## src/rtl/chebyshev_term_generator.sv

```systemverilog
// rtl/chebyshev_term_generator.sv - Chebyshev polynomial term generator T_0(x)..T_N(x)
//
// Purpose:
//   Emits T_0(x) .. T_N(x) for a signed fixed-point argument x, one term per
//   valid/ready handshake, using T_{k+1} = 2x*T_k - T_{k-1}. Each term is tagged
//   with its index k so a downstream coefficient stage can pick its coefficient.
//
// Ports:
//   clock      in   system clock, rising edge
//   reset      in   synchronous active-high reset
//   start      in   sequence request, only accepted in IDLE
//   x_in       in   signed Q(FRAC_BITS) argument, latched on accepted start
//   order      in   highest index N to emit, latched on accepted start
//   busy       out  high from the cycle after an accepted start through DONE
//   out_valid  out  out_data/out_index hold a valid term
//   out_ready  in   downstream accepts the term when out_valid & out_ready
//   out_index  out  index k of the presented term
//   out_data   out  T_k(x), same Q format as x_in
//   done       out  one-cycle pulse after the last term handshake

module chebyshev_term_generator #(
  parameter int DATA_WIDTH  = 16,
  parameter int FRAC_BITS   = 14,
  parameter int INDEX_WIDTH = 3
) (
  input  logic                   clock,
  input  logic                   reset,
  input  logic                   start,
  input  logic [DATA_WIDTH-1:0]  x_in,
  input  logic [INDEX_WIDTH-1:0] order,
  output logic                   busy,
  output logic                   out_valid,
  input  logic                   out_ready,
  output logic [INDEX_WIDTH-1:0] out_index,
  output logic [DATA_WIDTH-1:0]  out_data,
  output logic                   done
);

  localparam int DW = DATA_WIDTH;
  localparam int WW = 2 * DW + 2;

  localparam logic [DW-1:0] ONE = DW'(1 << FRAC_BITS);

  // Saturation bounds sign-extended to the wide recurrence width.
  localparam logic signed [WW-1:0] SAT_MAX = {{(DW + 3){1'b0}}, {(DW - 1){1'b1}}};
  localparam logic signed [WW-1:0] SAT_MIN = {{(DW + 3){1'b1}}, {(DW - 1){1'b0}}};

  typedef enum logic [1:0] {
    IDLE = 2'd0,
    EMIT = 2'd1,
    DONE = 2'd2
  } state_t;

  state_t                 state_q, state_d;
  logic [DW-1:0]          x_q, x_d;
  logic [INDEX_WIDTH-1:0] order_q, order_d;
  logic [INDEX_WIDTH-1:0] idx_q, idx_d;
  logic [DW-1:0]          cur_q, cur_d;   // T_k, the term being presented
  logic [DW-1:0]          prev_q, prev_d; // T_{k-1}

  logic signed [2*DW-1:0] prod;
  logic signed [2*DW-1:0] prod_shr;
  logic signed [WW-1:0]   wide;
  logic [DW-1:0]          next_term;
  logic                   handshake;

  // Full-precision recurrence; >>> on a signed value rounds toward -inf.
  always_comb begin
    prod     = $signed(x_q) * $signed(cur_q);
    prod_shr = prod >>> FRAC_BITS;
    wide     = ({{2{prod_shr[2*DW-1]}}, prod_shr} <<< 1)
             - {{(DW + 2){prev_q[DW-1]}}, prev_q};
    if (wide > SAT_MAX) begin
      next_term = {1'b0, {(DW - 1){1'b1}}};
    end else if (wide < SAT_MIN) begin
      next_term = {1'b1, {(DW - 1){1'b0}}};
    end else begin
      next_term = wide[DW-1:0];
    end
  end

  assign handshake = (state_q == EMIT) && out_ready;

  always_comb begin
    state_d = state_q;
    x_d     = x_q;
    order_d = order_q;
    idx_d   = idx_q;
    cur_d   = cur_q;
    prev_d  = prev_q;

    unique case (state_q)
      IDLE: begin
        if (start) begin
          state_d = EMIT;
          x_d     = x_in;
          order_d = order;
          idx_d   = '0;
          cur_d   = ONE;
          prev_d  = '0;
        end
      end
      EMIT: begin
        if (handshake) begin
          if (idx_q == order_q) begin
            state_d = DONE;
          end else begin
            idx_d  = idx_q + INDEX_WIDTH'(1);
            prev_d = cur_q;
            // T_1 = x is a base case, not produced by the recurrence.
            cur_d  = (idx_q == '0) ? x_q : next_term;
          end
        end
      end
      DONE: begin
        state_d = IDLE;
      end
      default: begin
        state_d = IDLE;
      end
    endcase
  end

  always_ff @(posedge clock) begin
    if (reset) begin
      state_q <= IDLE;
      x_q     <= '0;
      order_q <= '0;
      idx_q   <= '0;
      cur_q   <= '0;
      prev_q  <= '0;
    end else begin
      state_q <= state_d;
      x_q     <= x_d;
      order_q <= order_d;
      idx_q   <= idx_d;
      cur_q   <= cur_d;
      prev_q  <= prev_d;
    end
  end

  assign busy      = (state_q != IDLE);
  assign out_valid = (state_q == EMIT);
  assign done      = (state_q == DONE);
  assign out_index = idx_q;
  assign out_data  = cur_q;

endmodule

```

## config.mk

```make
export PLATFORM = sky130hd
export DESIGN_NAME = chebyshev_term_generator
export DESIGN_NICKNAME = d
export VERILOG_FILES = /design/src/rtl/chebyshev_term_generator.sv
export SDC_FILE = /design/constraint.sdc
export NUM_CORES = 1
export LEC_CHECK = 0
export ABC_AREA = 0
export ABC_CLOCK_PERIOD_IN_PS = 7450
export BUFFER_PORTS_ARGS = -buffer_cell sky130_fd_sc_hd__buf_2
export CAP_MARGIN = 20
export CORE_MARGIN = 2
export CORE_UTILIZATION = 54
export DETAILED_ROUTE_END_ITERATION = 8
export PLACE_DENSITY = 0.79
export SKIP_CTS_REPAIR_TIMING = 1
export SYNTH_ARGS = -nofsm -noshare
export SYNTH_HDL_FRONTEND = slang
export SYNTH_SLANG_ARGS = --single-unit
```

## constraint.sdc

```tcl
create_clock -name clock -period 7.45 [get_ports clock]
set_clock_uncertainty 0.2 [all_clocks]
set_input_delay 1.1175 -clock clock [delete_from_list [all_inputs] [get_ports clock]]
set_output_delay 1.1175 -clock clock [all_outputs]
set_load 0.05 [all_outputs]
```

==> metrics.md <==
| Metric | Value |
|---|---|
| Status | finished, violations left |
| Failing checks | negative setup slack |
| Pins Over Slew Limit | 0 |
| Yosys warnings | 0 |
| FF+latch area | 1190 um^2 |
| Worst Path Required | 7.43 ns |
| Top_reg_cell synth | dfxtp_1 |
| HP Class | flop to flop |
| Crit path largest cell delay | 0.59 ns |
| Final instance area | 15,200 um^2 |
| IR drop worst, VDD | 0.132 mV |
| Post-synth EDFFs | 0 |
| Ys async rst share | 0 |
| Synth unique cells | 46 |
| Clock Latency Late Sink | 0.30 ns |
| Dpl hpwl | 27,700 um |
| Max Freq | 123 MHz |
| Layout cell share with drive strength beyond 1 | 0.216 |
| Pleak | 0.00775 uW |
| Die width | 156 um |
| Ranking of synthesized cells by area | fa_1, ha_1, inv_1, dfxtp_1, and2_1 |
| Power Dens Cells | 73.1 nW/um^2 |
| Row cnt | 55 |
| Total Nets Final | 1,988 |
| Total Power | 1110 uW |
| Die H | 156 um |
| Area occupied by multi-input gates | 10,400 um^2 |
| Setup-failing EPs final | 16 |
| Post-Place Worst Slack | -0.765 ns |
| Clock Sinks | 56 |
| Most common cell in the netlist | inv_1 |
| H-tree lvl count | 2 |
| Routed WL | 34,700 um |
| Commonest cells in the netlist | inv_1, fa_1, nand2_1, and2_1, ha_1 |
| Vias post-DR | 10,375 |
| PnR worst setup slack | -0.681 ns |
| Register area share after synthesis | 0.0895 |
| Slew headroom | 0.282 |
| Area Overhead vs Synth | 21.0% |
| Drt via density | 5.49 |
| Total track usage | 0.288 |
| Syn_nets | 1,804 |
| Antenna Nets Post-Route | 0 |
| Core Util, Final | 0.667 |
| Synthesized area per cell | 8.82 um^2 |
| WS Path Type | flop to flop |
| DP Area | 14,400 um^2 |
| Placed cell count | 1,861 |
| CTS Buf Count | 5 |
| Post-Synthesis Cells | 1,420 |
| Final Wtd Congestion | 0.968 |
| Filler cell count | 1,751 |
| Final Hold Viols | 0 |
| Crit path DAT | 8.11 ns |
| CP Launch Type | flop |
| Max FO, Critical Path | 7 |
| RSZ-0062 raised after global routing | true |
| # DRC | 0 |
| Core Area | 22,700 um^2 |
| Port Buffers | 44 |
| Wirelength per Cell | 18.3 um |
| Non-Filler Instances | 1,890 |
| CP endpoint kind | flop |
| Post-synthesis register bit count | 56 |
| CTS tree | built |
| Worst path slowest cell | fa_2 |
| Largest net degree at the start of global routing | 45 |
| Root buffer cell | clkbuf_16 |
| Effective utilization at floorplan | 0.552 |
| Most common cell on crit path | fa_1 |
| First-pass GRT wire length | 54,800 um |
| First drt pass iteration count | 7 |
| Maximum clock path buffer count | 2 |
| Clock transition at path regs | 0.08 ns |
| Tcrit/Tclk final | 1.09 |
| Max-cap viol count | 0 |
| Final min period | 8.13 ns |
| Grt total ovfl | 0 |
| Post-Syn Area | 12,500 um^2 |
| Antenna cells | 0 |
| Initial antenna violation count | 0 |
| Cell type with the largest total area after synthesis | fa_1 |
| Vias in the first global route | 11,067 |
| Die ar. | 24,400 um^2 |
| Post-synth top area share | 0.419 |
| Worst-margin pin slew | 1.07 ns |
| Drt initial violations | 633 |
| Ports | 45 |
## worst paths after layout
kind / from / endpoint / slack (ns) / cells after the start
min: order_q[0] / order_q[0] / 0.27 / 2
min reg2reg: order_q[0] / order_q[0] / 0.27 / 2
max reg2reg: out_data[4] / out_data[5] / -0.68 / 33
max: out_data[4] / out_data[5] / -0.68 / 33
## sequential cells by signal, indices dropped and copies added (netlist names)
register	count
out_data	16
prev_q	16
x_q	16
order_q	3
out_index	3
state_q	2
## power breakdown
part           total (uW)  switching [uW]  internal [uW]
Combinational         510             278            232
Sequential            324            19.2            305
Clock                 273             114            159
## cell type report
type	instances	area share
well taps	285	0.0235
clock buffers	5	0.00826
multi-input cells	994	0.688
repair buffers	235	0.122
inverters	312	0.0775
flip-flops and latches	56	0.0785
clock inverters	3	0.00273
## cell usage in the layout, fill, tap and decap left out, types with 18 or more instances in the layout
| master | count |
|---|---|
| xnor2_1 | 30 |
| buf_4 | 175 |
| a22oi_1 | 18 |
| ha_1 | 89 |
| a21oi_1 | 37 |
| inv_1 | 302 |
| nand2_1 | 181 |
| buf_2 | 44 |
| fa_1 | 253 |
| o21ai_0 | 25 |
| nor2_1 | 47 |
| dfxtp_1 | 33 |
| o21ai_1 | 22 |
| and2_1 | 121 |
## per-stage QoR
stage,TNS [ns],hold slack (ns)
final,-9.81,0.270
after global routing,-14.66,0.302
after CTS,-11.28,0.271
after detailed placement,-10.46,0.262
after global placement,-8.49,0.256
after floorplan,-4.91,0.250
## layer usage
| metal | part of all wire | wire length (um) | vias up | global-route usage |
|---|---|---|---|---|
| li1 | - | - | 4658 | - |
| met1 | 0.40 | 13800 | 5214 | 0.370 |
| met2 | 0.49 | 17100 | 384 | 0.497 |
| met3 | 0.055 | 1920 | 119 | 0.0282 |
| met4 | 0.053 | 1830 | 0 | 0.127 |
| met5 | 0 | 0 | - | 0 |
## worst max-delay path: cells and delay by family, from the launching register on
kind            cells  cell delay (ns)
fa+ha+maj           8             3.69
compound gates      7             1.45
simple gates       11             1.37
buf+inv             6             0.78
flops               1             0.40
xor+xnor            1             0.12
## cells by family after synthesis
logic type      share of synthesized area
compound gates                     0.0933
xor+xnor                           0.0315
fa+ha+maj                           0.518
buf+inv                             0.112
flops                              0.0895
simple gates                        0.156
No activity file was read; power rests on OpenSTA's default activity.
